==> config.mk <==
export PLATFORM = sky130hd
export DESIGN_NAME = duty_cycle_generator
export DESIGN_NICKNAME = d
export VERILOG_FILES = /design/src/rtl/duty_cycle_pkg.sv /design/src/rtl/duty_cycle_generator_counter.sv /design/src/rtl/duty_cycle_generator.sv
export SDC_FILE = /design/constraint.sdc
export NUM_CORES = 1
export LEC_CHECK = 0
export CELL_PAD_IN_SITES_DETAIL_PLACEMENT = 0
export CELL_PAD_IN_SITES_GLOBAL_PLACEMENT = 1
export CORE_ASPECT_RATIO = 2
export CORE_MARGIN = 2
export CORE_UTILIZATION = 40
export DETAILED_ROUTE_END_ITERATION = 12
export PLACE_DENSITY = 0.82
export SLEW_MARGIN = 20
export SYNTH_ARGS = -nofsm -noshare
export SYNTH_HDL_FRONTEND = slang
export SYNTH_SLANG_ARGS = --single-unit
==> constraint.sdc <==
create_clock -name clk -period 2.31 [get_ports clk]
set_input_delay 0.462 -clock clk [delete_from_list [all_inputs] [get_ports clk]]
set_output_delay 0.462 -clock clk [all_outputs]
set_load 0.03 [all_outputs]
==> src/rtl/duty_cycle_pkg.sv <==
`timescale 1ns/1ps
`default_nettype none
// ============================================================================
//  Module   : duty_cycle_pkg
//  Purpose  : Constants and state encoding shared by the duty-cycle
//             generator and the duty-cycle measurement block. Both sides
//             must agree on frame length and duty width so that a
//             generator -> measurement loopback returns the programmed duty.
//  Contents : DUTY_WIDTH  - width of duty value and frame counter
//             DUTY_PERIOD - frame / measurement window length in cycles
//             state_t     - generator FSM encoding (IDLE / RUN)
//  Revision : 1.0 - initial release
// ============================================================================
package duty_cycle_pkg;

    localparam int DUTY_WIDTH  = 8;
    localparam int DUTY_PERIOD = 255;

    typedef enum logic [0:0] {
        IDLE = 1'b0,
        RUN  = 1'b1
    } state_t;

endpackage : duty_cycle_pkg
`default_nettype wire

==> src/rtl/duty_cycle_generator_counter.sv <==
`timescale 1ns/1ps
`default_nettype none
// ============================================================================
//  Module   : pwm_period_counter
//  Purpose  : Frame counter for the PWM generator. Counts 0..PERIOD-1 while
//             enabled and wraps back to 0. A synchronous active-low clear
//             has priority over counting.
//  Ports    : clk       - clock, rising edge
//             i_clear_n - synchronous clear, active low
//             i_en      - count enable
//             o_count   - current count
//             o_wrap    - high when the next enabled edge wraps to 0
//  Revision : 1.0 - initial release
// ============================================================================
module pwm_period_counter
    import duty_cycle_pkg::*;
#(
    parameter int WIDTH  = DUTY_WIDTH,
    parameter int PERIOD = DUTY_PERIOD
) (
    input  logic             clk,
    input  logic             i_clear_n,
    input  logic             i_en,
    output logic [WIDTH-1:0] o_count,
    output logic             o_wrap
);

    localparam logic [WIDTH-1:0] c_LAST_COUNT = WIDTH'(PERIOD - 1);

    logic [WIDTH-1:0] r_count;
    logic             w_at_last;

    assign w_at_last = (r_count == c_LAST_COUNT);

    always_ff @(posedge clk) begin
        if (!i_clear_n) begin
            r_count <= '0;
        end else if (i_en) begin
            if (w_at_last) begin
                r_count <= '0;
            end else begin
                r_count <= r_count + 1'b1;
            end
        end
    end

    assign o_count = r_count;
    assign o_wrap  = i_en && w_at_last;

endmodule : pwm_period_counter
`default_nettype wire

==> src/rtl/duty_cycle_generator.sv <==
`timescale 1ns/1ps
`default_nettype none
// ============================================================================
//  Module   : duty_cycle_generator
//  Purpose  : PWM transmitter. Accepts a duty value over a valid/ready
//             handshake into a pending buffer, promotes it to the active
//             duty at a frame boundary, and drives a waveform that is high
//             for exactly min(active_duty, PERIOD) cycles per frame.
//  Ports    : clk            - clock, rising edge
//             i_reset        - synchronous reset, active low
//             i_enable       - run (1) / stop (0)
//             i_duty_in      - requested high time per frame
//             i_duty_valid   - i_duty_in is offered
//             o_duty_ready   - pending buffer empty, offer will be taken
//             o_pwm_out      - registered PWM waveform
//             o_period_start - one-cycle pulse on the first cycle of a frame
//             o_active_duty  - duty currently in effect
//  Revision : 1.0 - initial release
// ============================================================================
module duty_cycle_generator
    import duty_cycle_pkg::*;
#(
    parameter int WIDTH  = DUTY_WIDTH,
    parameter int PERIOD = DUTY_PERIOD
) (
    input  logic             clk,
    input  logic             i_reset,
    input  logic             i_enable,
    input  logic [WIDTH-1:0] i_duty_in,
    input  logic             i_duty_valid,
    output logic             o_duty_ready,
    output logic             o_pwm_out,
    output logic             o_period_start,
    output logic [WIDTH-1:0] o_active_duty
);

    state_t           r_state;
    logic [WIDTH-1:0] r_pend;
    logic             r_pend_valid;
    logic [WIDTH-1:0] r_active;
    logic             r_pwm;
    logic             r_period_start;
    logic             r_cnt_zero;

    logic [WIDTH-1:0] w_count;
    logic             w_wrap;
    logic             w_clear_n;
    logic             w_running;
    logic             w_boundary;
    logic             w_promote;
    logic             w_accept;
    logic [WIDTH-1:0] w_active_next;

    // The counter is held at 0 outside RUN; dropping enable mid-frame
    // clears it so the next RUN entry begins a fresh frame.
    assign w_clear_n  = i_reset && i_enable;
    assign w_running  = (r_state == RUN) && i_enable;

    pwm_period_counter #(
        .WIDTH  (WIDTH),
        .PERIOD (PERIOD)
    ) u_counter (
        .clk       (clk),
        .i_clear_n (w_clear_n),
        .i_en      (w_running),
        .o_count   (w_count),
        .o_wrap    (w_wrap)
    );

    // r_cnt_zero mirrors (w_count == 0) as a flop, derived from the
    // counter's clear/wrap behaviour, so the boundary decode is one bit.
    assign w_boundary    = w_running && r_cnt_zero;
    assign w_promote     = w_boundary && r_pend_valid;
    // Acceptance needs an empty buffer and promotion needs a full one, so
    // the two never coincide: a value accepted on a boundary waits a frame.
    assign w_accept      = i_duty_valid && !r_pend_valid;
    assign w_active_next = w_promote ? r_pend : r_active;

    always_ff @(posedge clk) begin
        if (!i_reset) begin
            r_state        <= IDLE;
            r_pend         <= '0;
            r_pend_valid   <= 1'b0;
            r_active       <= '0;
            r_pwm          <= 1'b0;
            r_period_start <= 1'b0;
            r_cnt_zero     <= 1'b1;
        end else begin
            // FSM
            if (r_state == IDLE) begin
                if (i_enable) begin
                    r_state <= RUN;
                end
            end else begin
                if (!i_enable) begin
                    r_state <= IDLE;
                end
            end

            // Pending / active double buffer
            r_active <= w_active_next;
            if (w_promote) begin
                r_pend_valid <= 1'b0;
            end else if (w_accept) begin
                r_pend       <= i_duty_in;
                r_pend_valid <= 1'b1;
            end

            // Counter-is-zero tracker
            if (!i_enable) begin
                r_cnt_zero <= 1'b1;
            end else if (r_state == RUN) begin
                r_cnt_zero <= w_wrap;
            end

            // Waveform outputs. Since the counter never exceeds PERIOD-1,
            // any active duty >= PERIOD yields a constant high output.
            if (w_running) begin
                r_pwm          <= (w_count < w_active_next);
                r_period_start <= r_cnt_zero;
            end else begin
                r_pwm          <= 1'b0;
                r_period_start <= 1'b0;
            end
        end
    end

    assign o_duty_ready   = !r_pend_valid;
    assign o_pwm_out      = r_pwm;
    assign o_period_start = r_period_start;
    assign o_active_duty  = r_active;

endmodule : duty_cycle_generator
`default_nettype wire

==> results of run 1 <==
## sequential cells by signal, indices dropped and copies added, names as in the netlist
| signal | cells |
|---|---|
| o_active_duty | 8 |
| r_pend | 8 |
| u_counter.o_count | 8 |
| o_period_start | 1 |
| o_pwm_out | 1 |
| r_cnt_zero | 1 |
| r_pend_valid | 1 |
| r_state | 1 |
## cells by family (layout without fill, tap and decap cells)
| logic type | Yosys count | after routing | share of synthesized area, % |
|---|---|---|---|
| fa+ha+maj | 9 | 9 | 8.34 |
| compound gates | 22 | 22 | 11.8 |
| flops | 29 | 29 | 43.0 |
| simple gates | 43 | 43 | 19.5 |
| buf+inv | 11 | 43 | 3.52 |
| xor+xnor | 2 | 2 | 1.30 |
| mux | 17 | 17 | 12.6 |
## how the worst max path moves through the flow
| stage | depth (start not counted) | start | slack, ps | to |
|---|---|---|---|---|
| 3_3_place_gp | 8 | i_enable | -10 | o_pwm_out$_SDFF_PN0_ |
| 3_5_place_dp | 8 | i_enable | -110 | o_pwm_out$_SDFF_PN0_ |
| 6_report | 8 | i_enable | 200 | o_pwm_out$_SDFF_PN0_ |
| 2_1_floorplan | 7 | i_enable | 460 | o_pwm_out$_SDFF_PN0_ |
| 4_1_cts | 8 | i_enable | 190 | o_pwm_out$_SDFF_PN0_ |
| 5_1_grt | 8 | i_enable | 30 | o_pwm_out$_SDFF_PN0_ |
## metal layers
layer | global-route usage (%) | vias to the layer above | wire (um)
met3 | 5.05 | 6 | 102
met1 | 16.1 | 479 | 1040
met4 | 6.68 | 0 | 49
li1 | - | 534 | -
met5 | 0 | - | 0
met2 | 27.8 | 16 | 1490
## through the flow
| stage | setup TNS [ps] | utilization [%] | hold slack [ps] | setup slack (ps) |
|---|---|---|---|---|
| finish | 0 | 54.3 | 506 | 197 |
| floorplan | 0 | - | 440 | 464 |
| global placement | -10.9 | 51.1 | 475 | -10.9 |
| CTS | 0 | 54.3 | 508 | 190 |
| detailed placement | -111 | 51.1 | 493 | -111 |
| global route | 0 | 54.3 | 526 | 34.8 |
## final cells by class
class / instances / share of cell area, %
clock buffer: 7 / 5.56
clock inverter: 1 / 0.289
inverter: 7 / 1.52
multi-input combinational: 93 / 41.6
sequential: 29 / 33.5
tap: 31 / 2.24
timing repair buffer: 28 / 15.3
## cells in the final DEF (no fill, tap or decap), drive strengths merged, types with 2 or more instances in the layout
cell type	n
clkbuf	7
o21ai	5
a211oi	4
nor2b	21
clkdlybuf4s50	22
dfxtp	29
nor2	2
mux2i	17
buf	6
inv	7
or3	3
nand3	4
a21oi	6
o31ai	3
nand2	4
or4	2
ha	9
nand4	5
## power breakdown
| part | total [mW] | switching (mW) | internal [mW] |
|---|---|---|---|
| sequential | 0.524 | 0.0102 | 0.514 |
| combinational | 0.0854 | 0.0360 | 0.0493 |
| clock | 0.459 | 0.190 | 0.269 |
==> qor.yml, run 1 <==
status: "finished, final reports clean"
period_needed_ps: 2110
nets: 185
synthFlopType: "dfxtp_1"
row_count: 29
dieArea_um2: 3880
ctsResizeCount: 0
grt_remaining_overflow: 0
gr-usage-all-layers_pct: 15.8
yosys_warnings: 0
routed_wl_mm: 2.68
yosysMostFrequentCell: "dfxtp_1"
cp_common_cell: "a211oi_1"
ff_latch_area_um2: 581
setup_violations: 0
rsz0062_at_grt: "no"
reg2reg_from: "r_state$_SDFF_PN0_"
ir_drop_uv: 546
via_count: 1035
path_delay_family: "buffers and inverters"
dpl-instance-area_um2: 1630
holdPathEnd: "r_cnt_zero$_SDFFE_PN1P_"
place_inst: 188
cpPeakStageDelay_ps: 480
max_freq_ghz: 0.473
diodes: 0
critical_path_class: "in2reg"
crit_required_ps: 2510
cp-end-kind: "register"
slew_headroom_pct: 70.6
timing.rr.end: "o_pwm_out$_SDFF_PN0_"
post-route-period-util_pct: 91.5
place.gp.congestion: 0.731
yosys-top-cells-count: "dfxtp_1 (29), nor2b_1 (21), mux2i_1 (17)"
htree_levels: 2
drc_errors: 0
p_leak_nw: 0.718
cts-hold-fix-buffers: 0
final_max_slew_viol_count: 0
hold_depth: 1
worstHoldStart: "r_cnt_zero$_SDFFE_PN1P_"
finalHoldViolations: 0
synthesis.nets: 154
grt_pass1_vias: 1048
detailed_place_hpwl_mm: 2.09
grt_max_degree: 18
drv_cap: 0
r2r_setup_slack_ps: 360
num_io_pins: 23
tightestPinTransition_ps: 441
final_cell_count_no_fill: 196
initial_core_util_pct: 42.3
grt_pass1_wl_mm: 4.46
cts_root_buf: "clkbuf_8"
die_height_um: 86.2
fillCellCount: 293
postCtsSetupBuffers: 0
ys_top_cells_by_area: "dfxtp_1 (43%), mux2i_1 (13%), nor2b_1 (9.7%), ha_1 (8.3%), a211oi_1 (2.2%)"
crit_fanout: 8
viasPerCell: 5.28
crit_chain: "clkdlybuf4s50_1 > nand4_1 > buf_4 > mux2i_1 > ha_1 > o21ai_0 > a211oi_1 > a211oi_1"
first_pass_iters: 4
layout-drive-gt1-share_pct: 11.5
reg2reg_depth: 7
yosysTopAreaCell: "dfxtp_1"
die_x_um: 45.1
syn-instance-count: 133
multi_input_area_um2: 722
antenna_found_initial: 0
wl_per_cell_um: 13.7
clk_pin_slew_worst_paths_ps: 60
postSynth.asyncResetShare_pct: 0
startpoint_type: "input port"
cp_slowest_cell: "clkdlybuf4s50_1"
drt_iter0_drc: 13
avgSynthCellArea_um2: 10.2
critPathBufInv: 2
clockBufferDepth: 2
clock_latency_ps: 280
p_per_area_nw_per_um2: 616
io_buffers: 22
ys_seq_area_share_pct: 43.0
ys_ff_latch: 29
syn_to_final_growth_pct: 28.5
antenna_left: 0
stdcell_area_um2: 1730
cp.arrival_ps: 2320
synth_cell_types: 31
clock-sinks: 29
hp-class: "reg2reg"
synth_edf_count: 0
cts_made_buffers: 5
core_um2: 3190
finClkSkew_ps: 6.29
power_mw: 1.07
cts_tree: "built"
synth_top_area_share_pct: 43.0
synth_area_um2: 1350
Note: power is estimated with default switching activity, not from simulation.
==> run 2, diff against run 1 <==
--- a/config.mk
+++ b/config.mk
@@ -12,7 +12,6 @@
 export CORE_UTILIZATION = 40
 export DETAILED_ROUTE_END_ITERATION = 12
 export PLACE_DENSITY = 0.82
-export SLEW_MARGIN = 20
 export SYNTH_ARGS = -nofsm -noshare
 export SYNTH_HDL_FRONTEND = slang
 export SYNTH_SLANG_ARGS = --single-unit
==> results of run 2 <==
The final DEF is identical to that of run 1; final timing and power are the same.
